[src/rtl/line_delay_ctrl.sv]
// Line-delay controller: pairs each incoming pixel with the same-column pixel
// of the previous line, using an external first-word-fall-through line FIFO.
module line_delay_ctrl #(
    parameter int unsigned LINE_WIDTH   = 640,
    parameter int unsigned FRAME_HEIGHT = 480,
    parameter int unsigned INIT_CYCLES  = 16
) (
    input  logic        clk,
    input  logic        reset,
    input  logic        in_valid,
    input  logic        in_sof,
    input  logic [7:0]  in_data,
    output logic        fifo_wre,
    output logic [7:0]  fifo_din,
    output logic        fifo_rde,
    input  logic [7:0]  fifo_dout,
    output logic        out_valid,
    output logic [7:0]  out_cur,
    output logic [7:0]  out_prev,
    output logic        out_prev_ok,
    output logic [11:0] out_col,
    output logic [11:0] out_row,
    output logic        drop_err
);

    localparam int unsigned CW      = 12;
    localparam int unsigned OCC_W   = $clog2(LINE_WIDTH + 1);
    localparam int unsigned WAIT_W  = (INIT_CYCLES > 1) ? $clog2(INIT_CYCLES) : 1;
    localparam int unsigned WAIT_CW = WAIT_W + 1;

    typedef enum logic [2:0] {
        ST_WAIT,
        ST_IDLE,
        ST_PRIME,
        ST_RUN,
        ST_FLUSH
    } state_t;

    state_t             state;
    state_t             state_nx;
    logic [WAIT_W-1:0]  wait_cnt;
    logic [CW-1:0]      col;
    logic [CW-1:0]      row;
    logic [OCC_W-1:0]   occ;

    logic wait_done_c;
    logic at_eol_c;
    logic last_c;
    logic accept_c;
    logic drop_c;

    // Post-reset settle time elapsed once the count reaches INIT_CYCLES.
    assign wait_done_c = ({1'b0, wait_cnt} + WAIT_CW'(1)) >= WAIT_CW'(INIT_CYCLES);
    assign at_eol_c    = (col == CW'(LINE_WIDTH - 1));
    // Last pixel of the priming line, or last pixel of the frame while running.
    assign last_c      = at_eol_c && ((state == ST_PRIME) || (row == CW'(FRAME_HEIGHT - 1)));

    // State register.
    always_ff @(posedge clk) begin
        if (!reset) begin
            state <= ST_WAIT;
        end else begin
            state <= state_nx;
        end
    end

    // Next-state, FIFO strobes and accept/drop decisions.
    always_comb begin
        state_nx = state;
        fifo_wre = 1'b0;
        fifo_rde = 1'b0;
        fifo_din = 8'h00;
        accept_c = 1'b0;
        drop_c   = 1'b0;
        case (state)
            ST_WAIT: begin
                drop_c = in_valid;
                if (wait_done_c) begin
                    state_nx = ST_IDLE;
                end
            end
            ST_IDLE: begin
                if (in_valid && in_sof) begin
                    accept_c = 1'b1;
                    fifo_wre = 1'b1;
                    state_nx = ST_PRIME;
                end
            end
            ST_PRIME, ST_RUN: begin
                if (in_valid) begin
                    if (in_sof && !last_c) begin
                        // Frame restarted early: abandon this frame and drain.
                        drop_c   = 1'b1;
                        state_nx = ST_FLUSH;
                    end else begin
                        accept_c = 1'b1;
                        fifo_wre = 1'b1;
                        fifo_rde = (state == ST_RUN);
                        if (last_c) begin
                            state_nx = (state == ST_PRIME) ? ST_RUN : ST_FLUSH;
                        end
                    end
                end
            end
            ST_FLUSH: begin
                drop_c   = in_valid;
                fifo_rde = (occ != '0);
                if (occ <= OCC_W'(1)) begin
                    state_nx = ST_IDLE;
                end
            end
            default: begin
                state_nx = ST_WAIT;
            end
        endcase

        // FIFO protection: no pop when empty, no push into a full FIFO without a pop.
        if (occ == '0) begin
            fifo_rde = 1'b0;
        end
        if ((occ == OCC_W'(LINE_WIDTH)) && !fifo_rde) begin
            fifo_wre = 1'b0;
        end
        if (fifo_wre) begin
            fifo_din = in_data;
        end

        if (!reset) begin
            state_nx = ST_WAIT;
            fifo_wre = 1'b0;
            fifo_rde = 1'b0;
            fifo_din = 8'h00;
            accept_c = 1'b0;
            drop_c   = 1'b0;
        end
    end

    // Init wait counter, pixel coordinates and FIFO occupancy.
    always_ff @(posedge clk) begin
        if (!reset) begin
            wait_cnt <= '0;
            col      <= '0;
            row      <= '0;
            occ      <= '0;
        end else begin
            if ((state == ST_WAIT) && !wait_done_c) begin
                wait_cnt <= wait_cnt + WAIT_W'(1);
            end

            case ({fifo_wre, fifo_rde})
                2'b10:   occ <= occ + OCC_W'(1);
                2'b01:   occ <= occ - OCC_W'(1);
                default: occ <= occ;
            endcase

            if (accept_c) begin
                if (state == ST_IDLE) begin
                    // The start-of-frame pixel is (0,0); next expected is (1,0).
                    col <= CW'(1);
                    row <= '0;
                end else if (at_eol_c) begin
                    col <= '0;
                    row <= (last_c && (state == ST_RUN)) ? '0 : row + CW'(1);
                end else begin
                    col <= col + CW'(1);
                end
            end
        end
    end

    // Registered output pixel pair and drop pulse.
    always_ff @(posedge clk) begin
        if (!reset) begin
            out_valid   <= 1'b0;
            out_cur     <= 8'h00;
            out_prev    <= 8'h00;
            out_prev_ok <= 1'b0;
            out_col     <= '0;
            out_row     <= '0;
            drop_err    <= 1'b0;
        end else begin
            out_valid <= accept_c;
            drop_err  <= drop_c;
            if (accept_c) begin
                out_cur     <= in_data;
                out_prev    <= (state == ST_RUN) ? fifo_dout : 8'h00;
                out_prev_ok <= (state == ST_RUN);
                out_col     <= (state == ST_IDLE) ? '0 : col;
                out_row     <= (state == ST_IDLE) ? '0 : row;
            end
        end
    end

endmodule

[config.mk]
export PLATFORM = sky130hd
export DESIGN_NAME = line_delay_ctrl
export DESIGN_NICKNAME = d
export VERILOG_FILES = /design/src/rtl/line_delay_ctrl.sv
export SDC_FILE = /design/constraint.sdc
export NUM_CORES = 1
export LEC_CHECK = 0
export BUFFER_PORTS_ARGS = -buffer_cell sky130_fd_sc_hd__buf_4
export CORE_ASPECT_RATIO = 0.75
export CORE_UTILIZATION = 35
export CTS_CLUSTER_SIZE = 24
export DETAILED_ROUTE_END_ITERATION = 6
export GPL_TIMING_DRIVEN = 0
export PLACE_DENSITY = 0.51
export RECOVER_POWER = 25
export SLEW_MARGIN = 20
export SYNTH_ARGS = -nofsm -noshare
export SYNTH_HDL_FRONTEND = slang
export SYNTH_SLANG_ARGS = --single-unit
[constraint.sdc]
create_clock -name clk -period 3.65 [get_ports clk]
set_clock_uncertainty 0.1 [all_clocks]
set_input_delay 0.1825 -clock clk [delete_from_list [all_inputs] [get_ports clk]]
set_output_delay 0.1825 -clock clk [all_outputs]
set_load 0.05 [all_outputs]
==> flow_summary.toml <==
[run_status]
status = "finished clean"

[cts]
cts_max_level = 3
ctsLongestPathBuffers = 2
ctsRootBufferMaster = "clkbuf_16"
path_clk_slew_ps = 60
cts_sinks = 84
cts_tree = "yes"
clk_latency_ps = 340
cts_buffers = 9

[placement]
hpwl_mm = 8.33
pre_cts_slack_ps = -289
place_congestion = 0.831
placedCellCount = 692
place_area_sq_um = 4760
numPortBuffers = 71

[global_routing]
grt_pass1_vias = 3763
grt_pass1_wl_mm = 19.2
grt-ovfl-total = 0
grt_max_degree = 14
antenna_found_initial = 0
track_usage = 0.204

[pwr]
power_leakage_nw = 1.80
p_total_mw = 1.85
p_per_area_nw_per_um2 = 367
ir_worst_vdd_v = 0.000241

[final_layout]
drive_gt1_frac = 0.144
utilization = 0.455
design_area_sq_um = 5050
multi_input_area_sq_um = 2230
syn2layout_area_growth_pct = 24.7
seq_area_sq_um = 1680
stdcell_count = 718
nets = 601
fill_cells = 1121
insertedDiodeCount = 0

[logic_synthesis]
synth_mux_area_frac = 0.00247
synth_cell_types = 55
synthAdderAreaFrac = 0.0247
syn_area_sq_um = 4050
synth-xor-area-share = 0.0216
synth-compound-area-share = 0.222
async_flop_share = 0
synthCells = 481
yosysWarningCount = 0
synthSimpleGateAreaFrac = 0.267
synthFlopType = "dfxtp_1"
synth_edf_count = 0
ys_ff_latch = 84
syn_nets = 509
synth.yosys.seq_area_share = 0.415
synth_area_per_cell_sq_um = 8.43
synth_top_family_by_area = "simple AND/OR/NAND/NOR gates"

[critical_path]
critPathMaxStageDelay_ps = 630
r2r_end = "occ[9]"
path_max_fanout = 6
cp-start-kind = "register"
worst-r2r-setup-slack_ps = 210
crit_arrival_ps = 3540
timing.rr.start = "row[0]"
r2r_cells = 12
cp-end-kind = "register"
cp_cell_sequence = "ha_2 > and4_1 > a31oi_1 > o21ai_4 > nand3_1 > a21oi_2 > ha_2 > or4b_2 > o22ai_1 > nand3_1 > xor2_1 > nor2_1"
crit_required_ps = 3760
critPathKind = "reg -> reg"
cp_top_family = "simple AND/OR/NAND/NOR gates"
cp_num_buf_inv = 0
slowest_stage = "or4b_2"

[hold_path]
holdPathStages = 3
hold_path_end = "out_cur[5]"
min_from = "in_data[5]"
hp-class = "in -> reg"

[route]
met1_length_mm = 6.05
drc = 0
wl_met3_um = 596
num_vias = 3962
routed-wl-met2_mm = 4.93
drtIter0Drc = 264
ant_nets = 0
drtPass1Iterations = 5
routed_wl_mm = 11.7
dr.max_layer_used = "met4"
via_per_inst = 5.52
routedWlPerCell_um = 16.3

[sta]
slew_headroom = 0.448
fin_crit_sh = 0.941
final-setup-viol-count = 0
max_slew.worst_pin.slew_ps = 823
hold_violations = 0
min_period_ps = 3440
fin_hold_ws_ps = 7.16
slew_violations = 0
timing.final.ws_setup_ps = 214
tns_ps = 0
fmaxAchievable_ghz = 0.291

[die]
design.die.area_sq_um = 12000
die_height_um = 95.2
initial_core_util = 0.365
coreArea_sq_um = 11100
pin_count = 73
die_x_um = 126
rows = 33

[run]
cap_violations = 0
## timing repair
| action | in CTS | in global routing |
|---|---|---|
| gates resized for setup | 4 | 7 |
| setup endpoints to repair | 7 | 7 |
| pin swaps | 2 | 2 |
| hold buffers | 7 | 0 |
| buffers inserted | 1 | 2 |
| hold endpoints to repair | 7 | 0 |
## flip-flops by register name, indices dropped and copies added, names as in the netlist
name	cells
row	12
out_prev	8
state	3
out_cur	8
wait_cnt	4
out_col	12
out_row	12
col	12
out_valid	1
drop_err	1
out_prev_ok	1
occ	10
## cells in the mapped netlist (3+ instances only)
cell type  number  area share
o21ai_0        22       0.027
o221a_2         4       0.011
and2_1          3      0.0046
nand2_1        54       0.050
nor3_1         10       0.012
o22ai_1         6      0.0093
nand2b_1        7       0.011
ha_1            8       0.025
a22oi_1         7       0.013
o31ai_1         3      0.0056
dfxtp_1        84        0.41
xor2_1          8       0.017
or4_1           4      0.0074
o32ai_1         6       0.013
nor3b_1        14       0.026
a22o_1         22       0.048
nor2b_1         3      0.0046
buf_2           9       0.011
nand4_1         9       0.014
a31oi_1         5      0.0077
nand4b_1        4      0.0086
nor2_1         26       0.024
inv_1          11       0.010
and4_1          4      0.0086
a211oi_1        3      0.0056
or3_1          11       0.017
a21oi_1        38       0.047
and3_1          9       0.014
clkbuf_1       23       0.021
nand3_1        32       0.040
## worst max path at each step
stage / startpoint / to / slack (ps) / cells after the start
floorplan: row[0] / occ[9] / 20 / 12
finish: row[0] / occ[9] / 210 / 12
CTS: occ[0] / occ[9] / 20 / 13
global route: row[1] / occ[9] / -3 / 12
detailed placement: row[0] / occ[9] / -290 / 12
global placement: col[1] / occ[6] / -290 / 12
## cells by family (layout without fill, tap and decap cells)
kind of cell | Yosys count | count (layout)
xor+xnor | 10 | 10
simple gates | 200 | 200
flops | 84 | 84
buf+inv | 46 | 143
fa+ha+maj | 8 | 8
mux | 1 | 1
compound gates | 132 | 132
## placed cells by master, fill, tap and decap left out, drive strengths merged, types with 8 or more instances in the layout
master   n
a22o    22
and3     9
clkbuf  69
a21oi   38
nand3   32
nand2   54
buf     53
nand4    9
or3     11
dfxtp   84
xor2     8
ha       8
o21ai   23
inv     11
nor2    26
nor3    10
nor3b   14
## power breakdown
group | switching (mW) | internal, mW | total, mW | leakage, nW
clock network | 0.363 | 0.499 | 0.862 | 0.136
logic | 0.0401 | 0.0279 | 0.0680 | 0.992
registers | 0.00292 | 0.920 | 0.923 | 0.677
## final cells by class
| cell class | instances | share of cell area |
|---|---|---|
| clock buffers | 13 | 0.0515 |
| repair buffers | 81 | 0.0985 |
| inverters | 11 | 0.00817 |
| plain buffers | 35 | 0.0297 |
| well taps | 140 | 0.0347 |
| multi-input cells | 351 | 0.441 |
| clock inverters | 3 | 0.00421 |
| flip-flops and latches | 84 | 0.333 |
## worst min-delay path: stages
cell	delay [ps]
buf_4	110
nand2_1	50
a21oi_1	50
## metal layers
| layer | up-vias | GRT usage |
|---|---|---|
| li1 | 1963 | - |
| met1 | 1868 | 0.291 |
| met2 | 117 | 0.303 |
| met3 | 14 | 0.0494 |
| met4 | 0 | 0.0602 |
| met5 | - | 0 |
(Power assumes the default switching activity.)
